## config.mk

```make
export PLATFORM = sky130hd
export DESIGN_NAME = proc_ctrl_fsm_flat
export DESIGN_NICKNAME = d
export VERILOG_FILES = /design/src/rtl/proc_pkg.sv /design/src/rtl/proc_ctrl_fsm_if.sv /design/src/rtl/dec3to8.sv /design/src/rtl/proc_ctrl_fsm.sv /design/src/flat_wrapper.sv
export SDC_FILE = /design/constraint.sdc
export NUM_CORES = 1
export LEC_CHECK = 0
export ABC_AREA = 1
export BUFFER_PORTS_ARGS = -buffer_cell sky130_fd_sc_hd__buf_2
export CAP_MARGIN = 15
export CORE_MARGIN = 5
export CORE_UTILIZATION = 33
export CTS_CLUSTER_DIAMETER = 100
export DETAILED_ROUTE_END_ITERATION = 16
export PLACE_DENSITY = 0.73
export SLEW_MARGIN = 20
export SYNTH_ARGS = -nofsm -noshare
export SYNTH_HDL_FRONTEND = slang
export SYNTH_HIERARCHICAL = 1
export SYNTH_SLANG_ARGS = --single-unit
```

## constraint.sdc

```tcl
create_clock -name Clock -period 1.25 [get_ports Clock]
set_input_delay 0.125 -clock Clock [delete_from_list [all_inputs] [get_ports Clock]]
set_output_delay 0.125 -clock Clock [all_outputs]
set_load 0.01 [all_outputs]
```

## src/rtl/proc_pkg.sv

```systemverilog
// Shared definitions for the 9-bit simple processor control path:
// opcodes, step encoding and instruction-word field positions.
package proc_pkg;

    localparam int unsigned WIDTH   = 9;
    localparam int unsigned NREG    = 8;
    localparam int unsigned FIELD_W = 3;

    localparam int unsigned OP_LSB = 6;
    localparam int unsigned RX_LSB = 3;
    localparam int unsigned RY_LSB = 0;

    localparam logic [FIELD_W-1:0] OP_MV   = 3'b000;
    localparam logic [FIELD_W-1:0] OP_MVI  = 3'b001;
    localparam logic [FIELD_W-1:0] OP_ADD  = 3'b010;
    localparam logic [FIELD_W-1:0] OP_SUB  = 3'b011;
    localparam logic [FIELD_W-1:0] OP_MVNZ = 3'b100;

    typedef enum logic [1:0] {
        T0 = 2'd0,
        T1 = 2'd1,
        T2 = 2'd2,
        T3 = 2'd3
    } step_e;

    function automatic logic [FIELD_W-1:0] ir_field(input logic [WIDTH-1:0] ir,
                                                    input int unsigned lsb);
        return ir[lsb +: FIELD_W];
    endfunction

endpackage

```

## src/rtl/proc_ctrl_fsm_if.sv

```systemverilog
// Control-unit bundle: instruction/status inputs from the datapath and the
// load/select strobes driven back into it.
interface proc_ctrl_fsm_if;
    import proc_pkg::*;

    logic             Run;
    logic [WIDTH-1:0] IR;
    logic             Gnz;
    logic             IRin;
    logic [NREG-1:0]  Rin;
    logic [NREG-1:0]  Rout;
    logic             DINout;
    logic             Gout;
    logic             Ain;
    logic             Gin;
    logic             AddSub;
    logic             Done;

    modport master (
        output Run, IR, Gnz,
        input  IRin, Rin, Rout, DINout, Gout, Ain, Gin, AddSub, Done
    );

    modport slave (
        input  Run, IR, Gnz,
        output IRin, Rin, Rout, DINout, Gout, Ain, Gin, AddSub, Done
    );

endinterface

```

## src/rtl/dec3to8.sv

```systemverilog
// 3-to-8 one-hot decoder with enable; output is all zeros when disabled.
module dec3to8 (
    input  logic [2:0] w_i,
    input  logic       en_i,
    output logic [7:0] y_o
);

    always_comb begin
        y_o = '0;
        if (en_i) begin
            y_o[w_i] = 1'b1;
        end
    end

endmodule

```

## src/rtl/proc_ctrl_fsm.sv

```systemverilog
// T0-T3 step sequencer for the simple processor; decodes IR into register
// load enables, one-hot bus-source selects and ALU controls.
module proc_ctrl_fsm
    import proc_pkg::*;
(
    input  logic          Clock,
    input  logic          Reset,
    proc_ctrl_fsm_if.slave bus
);

    step_e state_q, state_d;

    logic [FIELD_W-1:0] op, rx, ry, rout_sel;
    logic               irin_c, din_c, gout_c, ain_c, gin_c, addsub_c, done_c;
    logic               rin_en_c, rout_en_c, rout_rx_c;
    logic [NREG-1:0]    rin_c, rout_c;

    assign op = ir_field(bus.IR, OP_LSB);
    assign rx = ir_field(bus.IR, RX_LSB);
    assign ry = ir_field(bus.IR, RY_LSB);

    always_ff @(posedge Clock or posedge Reset) begin
        if (Reset) begin
            state_q <= T0;
        end else begin
            state_q <= state_d;
        end
    end

    // Next step and strobes; Reset gates everything so outputs drop without an edge.
    always_comb begin
        state_d   = state_q;
        irin_c    = 1'b0;
        din_c     = 1'b0;
        gout_c    = 1'b0;
        ain_c     = 1'b0;
        gin_c     = 1'b0;
        addsub_c  = 1'b0;
        done_c    = 1'b0;
        rin_en_c  = 1'b0;
        rout_en_c = 1'b0;
        rout_rx_c = 1'b0;
        if (!Reset) begin
            case (state_q)
                T0: begin
                    irin_c  = bus.Run;
                    state_d = bus.Run ? T1 : T0;
                end
                T1: begin
                    state_d = T0;
                    case (op)
                        OP_MV: begin
                            rout_en_c = 1'b1;
                            rin_en_c  = 1'b1;
                            done_c    = 1'b1;
                        end
                        OP_MVI: begin
                            din_c    = 1'b1;
                            rin_en_c = 1'b1;
                            done_c   = 1'b1;
                        end
                        OP_ADD, OP_SUB: begin
                            rout_en_c = 1'b1;
                            rout_rx_c = 1'b1;
                            ain_c     = 1'b1;
                            state_d   = T2;
                        end
                        OP_MVNZ: begin
                            rout_en_c = bus.Gnz;
                            rin_en_c  = bus.Gnz;
                            done_c    = 1'b1;
                        end
                        default: done_c = 1'b1;
                    endcase
                end
                T2: begin
                    rout_en_c = 1'b1;
                    gin_c     = 1'b1;
                    addsub_c  = (op == OP_SUB);
                    state_d   = T3;
                end
                T3: begin
                    gout_c   = 1'b1;
                    rin_en_c = 1'b1;
                    done_c   = 1'b1;
                    state_d  = T0;
                end
                default: state_d = T0;
            endcase
        end
    end

    // Rx feeds the bus only for the A-load step of add/sub.
    assign rout_sel = rout_rx_c ? rx : ry;

    dec3to8 u_dec_rin (
        .w_i  (rx),
        .en_i (rin_en_c),
        .y_o  (rin_c)
    );

    dec3to8 u_dec_rout (
        .w_i  (rout_sel),
        .en_i (rout_en_c),
        .y_o  (rout_c)
    );

    assign bus.IRin   = irin_c;
    assign bus.Rin    = rin_c;
    assign bus.Rout   = rout_c;
    assign bus.DINout = din_c;
    assign bus.Gout   = gout_c;
    assign bus.Ain    = ain_c;
    assign bus.Gin    = gin_c;
    assign bus.AddSub = addsub_c;
    assign bus.Done   = done_c;

endmodule

```

## src/flat_wrapper.sv

```systemverilog
// flat-port wrapper written by rule: the top's interface ports become plain ports
module proc_ctrl_fsm_flat import proc_pkg::*;
  (Clock, Reset, bus_Run, bus_IR, bus_Gnz, bus_IRin, bus_Rin, bus_Rout, bus_DINout, bus_Gout, bus_Ain, bus_Gin, bus_AddSub, bus_Done);
  proc_ctrl_fsm_if bus_i ();
  input  logic Clock;
  input  logic Reset;
  input wire logic [$bits(bus_i.Run)-1:0] bus_Run;
  input wire logic [$bits(bus_i.IR)-1:0] bus_IR;
  input wire logic [$bits(bus_i.Gnz)-1:0] bus_Gnz;
  output wire logic [$bits(bus_i.IRin)-1:0] bus_IRin;
  output wire logic [$bits(bus_i.Rin)-1:0] bus_Rin;
  output wire logic [$bits(bus_i.Rout)-1:0] bus_Rout;
  output wire logic [$bits(bus_i.DINout)-1:0] bus_DINout;
  output wire logic [$bits(bus_i.Gout)-1:0] bus_Gout;
  output wire logic [$bits(bus_i.Ain)-1:0] bus_Ain;
  output wire logic [$bits(bus_i.Gin)-1:0] bus_Gin;
  output wire logic [$bits(bus_i.AddSub)-1:0] bus_AddSub;
  output wire logic [$bits(bus_i.Done)-1:0] bus_Done;
  assign bus_i.Run = bus_Run;
  assign bus_i.IR = bus_IR;
  assign bus_i.Gnz = bus_Gnz;
  assign bus_IRin = bus_i.IRin;
  assign bus_Rin = bus_i.Rin;
  assign bus_Rout = bus_i.Rout;
  assign bus_DINout = bus_i.DINout;
  assign bus_Gout = bus_i.Gout;
  assign bus_Ain = bus_i.Ain;
  assign bus_Gin = bus_i.Gin;
  assign bus_AddSub = bus_i.AddSub;
  assign bus_Done = bus_i.Done;
  proc_ctrl_fsm u_core (.Clock(Clock), .Reset(Reset), .bus(bus_i));
endmodule
```

# After elaboration in Yosys (flattened, before gate mapping)
# Cells that the tools add are included.
dict set report word_totals {
  regBits 2
  inputBits 13
  out_inout_bits 23
  word_cells 52
}
dict set report op_classes {
  magnitude_cmp 4
  n_eq_ne 7
  mux 33
  n_reduce_logical 7
}
# op count
set op_table {}
lappend op_table {{$mux 1} 21}
lappend op_table {{$mux 8} 2}
lappend op_table {{$pmux 1 s2} 5}
lappend op_table {{$lt 3x4->1 const B} 2}
lappend op_table {{$pmux 2 s4} 1}
lappend op_table {{$demux 1 s3} 2}
lappend op_table {{$eq 3x2->1 const B} 2}
lappend op_table {{$ge 3x1->1 const B} 2}
lappend op_table {{$eq 2x2->1 const B} 2}
lappend op_table {{$reduce_or 2->1} 2}
lappend op_table {{$eq 3x1->1 const B} 1}
lappend op_table {{$eq 3x3->1 const B} 1}
lappend op_table {{$logic_not 3->1} 1}
lappend op_table {{$mux 3} 1}
lappend op_table {{$reduce_or 3->1} 1}
lappend op_table {{$eq 2x1->1 const B} 1}
lappend op_table {{$logic_and 1x1->1} 2}
lappend op_table {{$logic_not 2->1} 1}
lappend op_table {{$mux 2} 1}

# Depth between registers and ports, before layout
# Gate-level depths: netlist of run 1.
dict set report logic_depth {
  ltp_word 11
  ltp_mapped 11
  depth_no_buf 11
}

# Modules after synthesis
# The synthesis of run 1 kept the hierarchy.
# mod n_inst cells_per_inst area_each_um2 seq_area_each_um2
set modules_own_cells {}
lappend modules_own_cells {proc_ctrl_fsm 1 49 316.6 50.0}
lappend modules_own_cells {dec3to8 2 17 63.8 0.0}

# Worst setup path before layout of run 1
# Ideal clock, no wire load.
dict set report synth_timing {
  path_type {register -> output}
  from {register (tool-made name)}
  to {output port bus_Rout[1]}
  t_arrival_ps 1306
  required_ps 1125
  setup_slack_ps -181
  stages_incl_launch_ff 11
  n_path_buf 0
  path_cell_list {dfrtp_1 > inv_1 > ha_1 > inv_1 > nor2_4 > nand2_4 > inv_4 > nand2_1 > nand2_1 > nand2_1 > nor2_1}
}
# item line_no
set synth_rtl {}
lappend synth_rtl {{end, declared} flat_wrapper.sv:12} ;# output wire logic [$bits(bus_i.Rout)-1:0] bus_Rout;

==> run metrics, run 1 <==
Clock Latency Late Sink=0.23 ns; wire per inst=15.98 um; Peak VDD IR=441.0 uV; synthesized net count=100; share of cells above drive strength 1=0.8102; largest net degree at the start of global routing=8; RSZ-0062 raised after global routing=true; Fin Setup TNS=-10.48 ns; Pwr Density=688.6 mW/mm^2; commonest cells after routing, fill and taps aside=28 x buf_2, 12 x buf_6, 12 x nor2_4; worst rel slew slack=0.7461; wirelength, routed=2429 um; sequential area share after synthesis=0.1127; routability congestion estimate=0.7861; Post-Syn Area per Cell=5.352 sq um; max_cap viols=0; fin nets=156; H-tree depth=1; Setup CP Type=reg2out; DRT iter0 DRCs=12; CP required=1.12 ns; failing checks=setup timing; hold slack=0.2461 ns; hold crit path type=in2reg; via count=788; Leak=0.5597 nW; Critical Path End Type=output pin; status=finished with violations; Post-Syn Instances=83; Post-Syn Area=444.2 sq um; Final Hold Vio Count=0; TritonCTS Buffers=3; Warnings, synthesis=6; vias in the first global route=703; Die Span X=46.69 um; initial core utilization=0.3457; Ports=36; Post-DP HPWL=1275 um; Worst Setup Slack, final=-0.5984 ns; WP data arrival=1.72 ns; Layout fillers=67; DR vias/cell=5.184; clock root buffer=clkbuf_4; #FFs+latches synth=2; Reg area=51.30 sq um; Clock transition at path regs=0.03 ns; Fmax=0.5410 GHz; commonest non-fill, non-tap cell in the layout=buf_2; Placement Setup Slack=-0.3199 ns; DIE AREA=0.002179 sq mm; IO buf count=35; antenna violations before repair=0; footprint of the multi-input gates=608.1 sq um; first-pass GRT wire length=3036 um; Total Routing Usage GR=0.2027; CTS tree=done; Worst Skew=0.001770 ns; total power=0.7798 mW; post-route ant nets=0; Core Rows=13; endpoints failing setup=24; Worst Max-Slew Pin Slew=0.3774 ns; Min Clock Period, post-route=1.848 ns; share of the clock period used by the worst path=1.479; kind of start point of the critical path=flip-flop; CP Max Fanout=4; Die Ht=46.69 um; clock tree buffer depth=2; clk sinks=2; Placed Cells=140; core area=0.001285 sq mm; GR Overflow Total=0; hold path startpoint=bus_Run; Non-Filler Instances=152; final-report max-slew violation count=0; detailed-router iteration count before antenna repair=4; P&R area growth vs syn=154.9%; synth unique cells=18; Ant. Diodes=0; # DRC=0
-- what timing repair did --
action | in CTS | in global routing
hold endpoints to repair | 2 | 0
pin swaps | 13 | 10
endpoints found under the setup margin | 23 | 24
setup buffers | 6 | 3
hold buffers | 1 | 0
gates resized for setup | 30 | 28
-- kinds of logic (layout without fill, tap and decap cells) --
group | Yosys count | in the layout | share of synthesized area
fa+ha+maj | 4 | 4 | 0.1127
simple gates | 52 | 52 | 0.5183
buf+inv | 17 | 71 | 0.1493
compound gates | 8 | 8 | 0.1070
flops | 2 | 2 | 0.1127
-- final cells by class --
| type | count | share of cell area |
|---|---|---|
| clock buffers | 3 | 0.01989 |
| well taps | 15 | 0.01657 |
| flip-flops and latches | 2 | 0.04530 |
| inverters | 17 | 0.06298 |
| repair buffers | 51 | 0.3182 |
| multi-input cells | 64 | 0.5370 |
-- critical path: stages (launching register included) --
cell and delay, ns:
dfrtp_1 0.36, inv_2 0.06, buf_4 0.14, ha_4 0.25, nand2_1 0.10, a21oi_4 0.21
nand2_4 0.12, nor2_2 0.12, buf_2 0.13
-- power by group --
| part | internal, mW | switching [mW] |
|---|---|---|
| registers | 0.0785 | 0.0168 |
| clock network | 0.107 | 0.0444 |
| logic | 0.240 | 0.293 |
| total | 0.425 | 0.354 |
-- per-layer routing --
| layer | GRT usage | wire (um) | vias up |
|---|---|---|---|
| met3 | 0.04688 | 78 | 8 |
| met4 | 0.08287 | 69 | 0 |
| met1 | 0.2220 | 950 | 389 |
| met2 | 0.3681 | 1331 | 30 |
| met5 | 0 | 0 | - |
| li1 | - | - | 361 |
-- per-stage QoR --
step / util / instance area [sq um]
3_3_place_gp: 0.6212 / 798.3
2_1_floorplan: - / 551.8
5_1_grt: 0.8812 / 1132
4_1_cts: 0.7751 / 996.0
6_report: 0.8812 / 1132
3_5_place_dp: 0.6212 / 798.3
-- synthesized netlist by cell type (all sizes together) --
cell type / instances / area [sq um]
o211ai: 1 / 7.510
nand3: 1 / 5.000
a21boi: 1 / 7.510
inv: 17 / 66.31
nand2: 30 / 120.1
nor4: 2 / 18.77
o21ai: 2 / 10.00
dfrtp: 2 / 50.05
ha: 4 / 50.05
nor2: 19 / 86.33
a21oi: 2 / 10.01
o22ai: 2 / 12.51
-- worst paths after layout --
check	to	slack, ns	cells past startpoint
worst max-delay path	bus_Rout[0]	-0.60	8
min in group asynchronous	u_core/state_q[0]$_DFFE_PP0N_	0.57	4
max in group asynchronous	u_core/state_q[0]$_DFFE_PP0N_	0.54	4
worst min-delay path	u_core/state_q[0]$_DFFE_PP0N_	0.25	3
worst min register to register	flip-flop	0.81	4
worst max register to register	u_core/state_q[0]$_DFFE_PP0N_	-0.08	7
Note: power is estimated with default switching activity, not from simulation.
==> run 2: changes to the inputs <==
--- a/config.mk
+++ b/config.mk
@@ -6,7 +6,7 @@
 export NUM_CORES = 1
 export LEC_CHECK = 0
 export ABC_AREA = 1
-export BUFFER_PORTS_ARGS = -buffer_cell sky130_fd_sc_hd__buf_2
+export BUFFER_PORTS_ARGS = -buffer_cell sky130_fd_sc_hd__buf_4
 export CAP_MARGIN = 15
 export CORE_MARGIN = 5
 export CORE_UTILIZATION = 33
==> run metrics, run 2 <==
Core Rows=13; ranking of synthesized cells by area=nand2_1 25%, nor2_1 14%, inv_1 13%; top_reg_cell synth=dfrtp_1; initial core utilization=0.3457; Post-DP HPWL=1326 um; status=stopped before the end; Die Span X=46.69 um; Log Error=[ERROR DPL-0033] detailed placement checks failed during check placement.; cell taking the most area after synthesis=nand2_1; Warnings, synthesis=6; Post-Syn Area per Cell=5.352 sq um; synth unique cells=18; most common cell in the netlist=nand2_1; top cell type's share of synthesized area=0.2451; Post-Syn Area=444.2 sq um; GRT worst endpoint=bus_Rout[2]; async set-or-reset flop fraction in the synthesized netlist=1.000; IO buf count=35; Post-synth EDFFs=0; sequential area share after synthesis=0.1127; Ports=36; TritonCTS Buffers=3; clk sinks=2; synthesized net count=100; antenna violations before repair=0; Die Ht=46.69 um; #FFs+latches synth=2; largest net degree at the start of global routing=8; routability congestion estimate=0.7707; Worst EP Category=top-level output; Failed at=global routing; H-tree depth=1; Post-Syn Instances=83; clock root buffer=clkbuf_4; clock tree buffer depth=2; synth cell count leaders=29 x nand2_1, 17 x nor2_1, 15 x inv_1
==> run 2: through the flow <==
step	hold WS, ns	worst slack [ns]	TNS, ns	cells	instance area (sq um)
floorplan	-0.1267	-0.1598	-2.326	83	551.8
global placement	0.05524	-0.2586	-3.959	140	885.9
detailed placement	0.06092	-0.2906	-4.572	140	885.9
CTS	0.2083	-0.4900	-8.748	145	1055
==> run 2: cells by family after synthesis <==
family	after synthesis	share of synthesized area
simple gates	52	0.5183
buf+inv	17	0.1493
compound gates	8	0.1070
fa+ha+maj	4	0.1127
flops	2	0.1127
==> run 2: repair_timing <==
| item | CTS |
|---|---|
| resized for setup | 37 |
| pin swaps | 13 |
| buffers inserted | 1 |
| endpoints found under the hold margin | 2 |
| setup endpoints to repair | 23 |
| hold buffers | 1 |
==> run 3: changes to the inputs <==
--- a/config.mk
+++ b/config.mk
@@ -8,11 +8,10 @@
 export ABC_AREA = 1
 export BUFFER_PORTS_ARGS = -buffer_cell sky130_fd_sc_hd__buf_4
 export CAP_MARGIN = 15
-export CORE_MARGIN = 5
-export CORE_UTILIZATION = 33
-export CTS_CLUSTER_DIAMETER = 100
+export CORE_AREA = 5 5 66 68
 export DETAILED_ROUTE_END_ITERATION = 16
-export PLACE_DENSITY = 0.73
+export DIE_AREA = 0 0 71 73
+export PLACE_DENSITY_LB_ADDON = 0.15
 export SLEW_MARGIN = 20
 export SYNTH_ARGS = -nofsm -noshare
 export SYNTH_HDL_FRONTEND = slang
==> constraint.sdc (replaced) <==
create_clock -name Clock -period 1.6 [get_ports Clock]
set_input_delay 0.16 -clock Clock [delete_from_list [all_inputs] [get_ports Clock]]
set_output_delay 0.16 -clock Clock [all_outputs]
set_load 0.01 [all_outputs]
==> run metrics, run 3 (synthesis results as in run 1) <==
Ports=36; first-pass GRT wire length=2849 um; wire per inst=10.35 um; Post-DP HPWL=1459 um; CP required=1.44 ns; TritonCTS Buffers=3; Worst Skew=0.003264 ns; total power=0.5753 mW; initial core utilization=0.1169; clk sinks=2; RSZ-0062 raised after global routing=true; family with the most delay on the worst path=flip-flops; Pwr Density=557.4 mW/mm^2; clock root buffer=clkbuf_8; commonest cells after routing, fill and taps aside=42 x buf_4, 14 x nand2_2, 10 x nand2_1, 10 x nor2_2, 9 x inv_1; share of cells above drive strength 1=0.7154; hold crit path type=in2reg; share of the clock period used by the worst path=1.099; Placed Cells=171; Clock transition at path regs=0.03 ns; crit-path cells=inv_2 -> ha_4 -> inv_4 -> a21oi_2 -> nand2_2 -> a21oi_4 -> nand2_4 -> nor2_1 -> buf_4; routability congestion estimate=0.6771; Final Hold Vio Count=0; DIE AREA=0.005183 sq mm; post-route ant nets=0; Ant. Diodes=0; largest net degree at the start of global routing=8; via count=676; hold slack=0.2632 ns; kind of start point of the critical path=flip-flop; Fin Setup TNS=-1.994 ns; Total Routing Usage GR=0.06953; core area=0.003799 sq mm; WHS Path Cells=3; commonest non-fill, non-tap cell in the layout=buf_4; # DRC=0; hold path startpoint=bus_Run; Core Rows=23; GR Overflow Total=0; DRT iter0 DRCs=12; clock tree buffer depth=2; WP data arrival=1.60 ns; fin nets=149; Non-Filler Instances=180; Min Clock Period, post-route=1.758 ns; endpoints failing setup=17; Die Span X=71 um; failing checks=setup timing; detailed-router iteration count before antenna repair=4; Setup CP Type=reg2out; Worst Hold End=u_core/state_q[0]$_DFFE_PP0N_; Register-to-Register Path Depth=8; CTS tree=done; IO buf count=35; Clock Latency Late Sink=0.21 ns; status=finished with violations; DR vias/cell=3.756; Worst Max-Slew Pin Slew=0.2249 ns; CP Max Fanout=4; Worst Setup Slack, final=-0.1576 ns; max_cap viols=0; Leak=0.5191 nW; antenna violations before repair=0; Fmax=0.5690 GHz; CP max stage delay=0.38 ns; final-report max-slew violation count=0; H-tree depth=1; Peak VDD IR=164.6 uV; P&R area growth vs syn=132.4%; worst rel slew slack=0.8487; wirelength, routed=1863 um; vias in the first global route=651; CP max stage cell=dfrtp_1; R2R Setup Slk=0.32 ns; Die Ht=73 um; Bufs and invs on worst path=3; Critical Path End Type=output pin
-- run 3: through the flow --
step / utilization / area [sq um] / setup slack [ns]
2_1_floorplan: - / 444.2 / 0.1336
3_3_place_gp: 0.2085 / 792.0 / 0.0003059
3_5_place_dp: 0.2085 / 792.0 / -0.02274
4_1_cts: 0.2533 / 962.2 / -0.1425
5_1_grt: 0.2717 / 1032 / -0.2619
6_report: 0.2717 / 1032 / -0.1576
-- run 3: final cells by class --
class / instances / area, sq um
Multi-Input combinational cell: 64 / 471.7
Sequential cell: 2 / 51.30
Clock buffer: 3 / 41.29
Fill cell: 441 / 2766
Timing Repair Buffer: 44 / 336.6
Inverter: 17 / 68.82
Tap cell: 50 / 62.56
-- run 3: worst register-to-register path, cell delays in order, from the launching register on --
cell and delay [ns]:
dfrtp_1 0.38, inv_2 0.09, ha_4 0.15, inv_4 0.04
nor2_4 0.10, nand2_4 0.09, buf_4 0.14, buf_4 0.12
o21ai_1 0.11
-- run 3: worst max path at each step --
stage | cells past startpoint | slack, ns | startpoint | to
after detailed placement | 11 | -0.02 | u_core/state_q[0]$_DFFE_PP0N_ | bus_Rout[0]
final | 9 | -0.16 | flip-flop | bus_Rout[4]
after global placement | 9 | 0.0003 | flip-flop | bus_Rout[3]
after global routing | 12 | -0.26 | flip-flop | bus_Rout[4]
after floorplan | 10 | 0.13 | flip-flop | bus_Rout[1]
after CTS | 11 | -0.14 | flip-flop | bus_Rout[1]
-- run 3: power by group --
group | switching [mW] | internal, mW
clock | 0.0410 | 0.159
sequential | 0.0119 | 0.0614
combinational | 0.164 | 0.138
-- run 3: routing by layer --
| layer | global-route usage | wire length (um) |
|---|---|---|
| met5 | 0 | 0 |
| met4 | 0.02505 | 4 |
| met3 | 0.03030 | 187 |
| met2 | 0.1184 | 957 |
| met1 | 0.07705 | 713 |
-- run 3: repair_timing --
action                                  CTS  global route
hold buffers                              1             0
endpoints found under the hold margin     2             0
gates resized for setup                  29            21
pin swaps                                17             7
endpoints found under the setup margin   16            18
buffers inserted                          4             1
==> run 4: changes to the inputs <==
--- a/config.mk
+++ b/config.mk
@@ -15,5 +15,4 @@
 export SLEW_MARGIN = 20
 export SYNTH_ARGS = -nofsm -noshare
 export SYNTH_HDL_FRONTEND = slang
-export SYNTH_HIERARCHICAL = 1
 export SYNTH_SLANG_ARGS = --single-unit
==> run metrics, run 4 <==
DRT iter0 DRCs=19; endpoints failing setup=18; WP data arrival=1.64 ns; Setup CP Type=reg2out; Leak=0.5345 nW; Core Rows=23; hold path startpoint=Reset; commonest cells after routing, fill and taps aside=38 x buf_4, 15 x inv_1, 14 x nand2_1; CP max stage cell=dfrtp_2; Post-Syn Instances=89; IO buf count=35; crit-path cells=ha_4 -> inv_4 -> nor2_4 -> nand2_4 -> buf_6 -> nand2_2 -> o21ai_2 -> nand2_1 -> nor2_1 -> buf_4; core area=0.003799 sq mm; clk sinks=2; max_cap viols=0; Critical Path End Type=output pin; top_reg_cell synth=dfrtp_1; synth unique cells=15; kind of start point of the critical path=flip-flop; largest net degree at the start of global routing=8; routability congestion estimate=0.7252; Bufs and invs on worst path=3; placed cell area=807.0 sq um; P&R area growth vs syn=103.3%; Fmax=0.5555 GHz; async set-or-reset flop fraction in the synthesized netlist=1.000; CP Max Fanout=7; GR Overflow Total=0; GRT Max-Usage Layer=met2; M1 GR Usage=0.08456; Clock transition at path regs=0.03 ns; Die Span X=71 um; Ports=36; Die Ht=73 um; share of the clock period used by the worst path=1.125; most common cell in the netlist=nand2_1; synth cell count leaders=23 x nand2_1, 18 x inv_1, 18 x nor2_1; Clock Latency Late Sink=0.22 ns; Pwr Density=553.1 mW/mm^2; total power=0.5502 mW; Post-synth EDFFs=0; CTS tree=done; # DRC=0; Worst Max-Slew Pin Slew=0.1913 ns; wire per inst=10.74 um; Post-Syn Area=489.2 sq um; met2 usage=0.1411; Total Routing Usage GR=0.07615; H-tree depth=1; status=finished with violations; sequential area share after synthesis=0.1023; failing checks=setup timing; first-pass GRT wire length=3139 um; share of cells above drive strength 1=0.5758; family with the most delay on the worst path=flip-flops; final-report max-slew violation count=0; detailed-router iteration count before antenna repair=4; Peak VDD IR=189.3 uV; clock root buffer=clkbuf_8; DR vias/cell=3.846; Final Hold Vio Count=0; initial core utilization=0.1288; Layout fillers=448; Worst Skew=0.0002806 ns; TritonCTS Buffers=3; Min Clock Period, post-route=1.800 ns; Post-Layout Inst Area=994.7 sq um; met3 usage=0.01515; top cell type's share of synthesized area=0.1765; CP max stage delay=0.43 ns; Worst Setup Slack, final=-0.2003 ns; wirelength, routed=1954 um; cell taking the most area after synthesis=nand2_1; worst rel slew slack=0.8714; #FFs+latches synth=2; clock tree buffer depth=2; vias in the first global route=699; RSZ-0062 raised after global routing=true; CP required=1.44 ns; Warnings, synthesis=0; Post-Syn Area per Cell=5.497 sq um; antenna violations before repair=0; commonest non-fill, non-tap cell in the layout=buf_4; Ant. Diodes=0; synthesized net count=106; DIE AREA=0.005183 sq mm; ranking of synthesized cells by area=nand2_1 18%, inv_1 14%, nor2_1 14%; via count=700; hold crit path type=in2reg; fin nets=151; Post-DP HPWL=1589 um; Worst Setup SP=u_core.state_q[0]$_DFFE_PP0N_; post-route ant nets=0
[run 4: cell types whose count changed in the layout (fill, tap and decap cells not counted), sizes merged, moves of 2 or more]
cell,previous run,this run
o22ai,2,0
buf,43,40
nand3,1,6
nor4,2,0
o21ai,2,9
nand2,30,24
[run 4: power breakdown]
part	total (mW)	internal, mW	switching [mW]
Sequential	0.0729	0.0614	0.0114
Clock	0.209	0.160	0.0488
Combinational	0.269	0.115	0.153
Total	0.550	0.337	0.213
[run 4: per-stage QoR]
| stage | utilization | setup WS [ns] | setup TNS (ns) | std cells | hold slack [ns] |
|---|---|---|---|---|---|
| final | 0.2619 | -0.2003 | -2.928 | 182 | 0.2113 |
| after global placement | 0.2125 | 0.02663 | 0 | 174 | 0.1063 |
| after floorplan | - | 0.08333 | 0 | 89 | -0.08261 |
| after CTS | 0.2480 | -0.2031 | -3.215 | 182 | 0.2159 |
| after detailed placement | 0.2125 | -0.006937 | -0.006937 | 174 | 0.1038 |
| after global routing | 0.2619 | -0.3126 | -4.910 | 182 | 0.2292 |
[run 4: worst paths after layout]
path | to | slack (ns) | cells after the start
min | u_core.state_q[0]$_DFFE_PP0N_ | 0.21 | 2
max | bus_Rout[4] | -0.20 | 10
max reg2reg | flip-flop | 0.17 | 8
min reg2reg | u_core.state_q[0]$_DFFE_PP0N_ | 0.57 | 2
min in group asynchronous | async pin | 0.45 | 3
max in group asynchronous | u_core.state_q[0]$_DFFE_PP0N_ | 1.01 | 3
[run 4: routing by layer]
layer,vias to the layer above,part of all wire
met3,2,0.048
li1,358,-
met2,19,0.55
met1,321,0.39
met5,-,0
met4,0,0.012
[run 4: final cells by class]
cell class / instances / area [sq um] / share of cell area
timing repair buffer: 41 / 317.8 / 0.3195
tap: 50 / 62.56 / 0.06289
sequential: 2 / 51.30 / 0.05157
multi-input combinational: 68 / 451.7 / 0.4541
inverter: 18 / 70.07 / 0.07044
clock buffer: 3 / 41.29 / 0.04151
[run 4: timing repair]
action	in CTS	in global routing
endpoints found under the hold margin	2	0
resized for setup	19	18
setup endpoints to repair	18	20
setup buffers	4	0
hold buffers	1	0
pin swaps	10	6
[run 4: cell families (layout without fill, tap and decap cells)]
family                     after synthesis  in the layout  synth area share
AOI/OAI and AO/OA                       12             12            0.1586
buffers and inverters                   19             62            0.1688
and+or+nand+nor                         52             52            0.4680
DFF                                      2              2            0.1023
adders and majority gates                4              4            0.1023
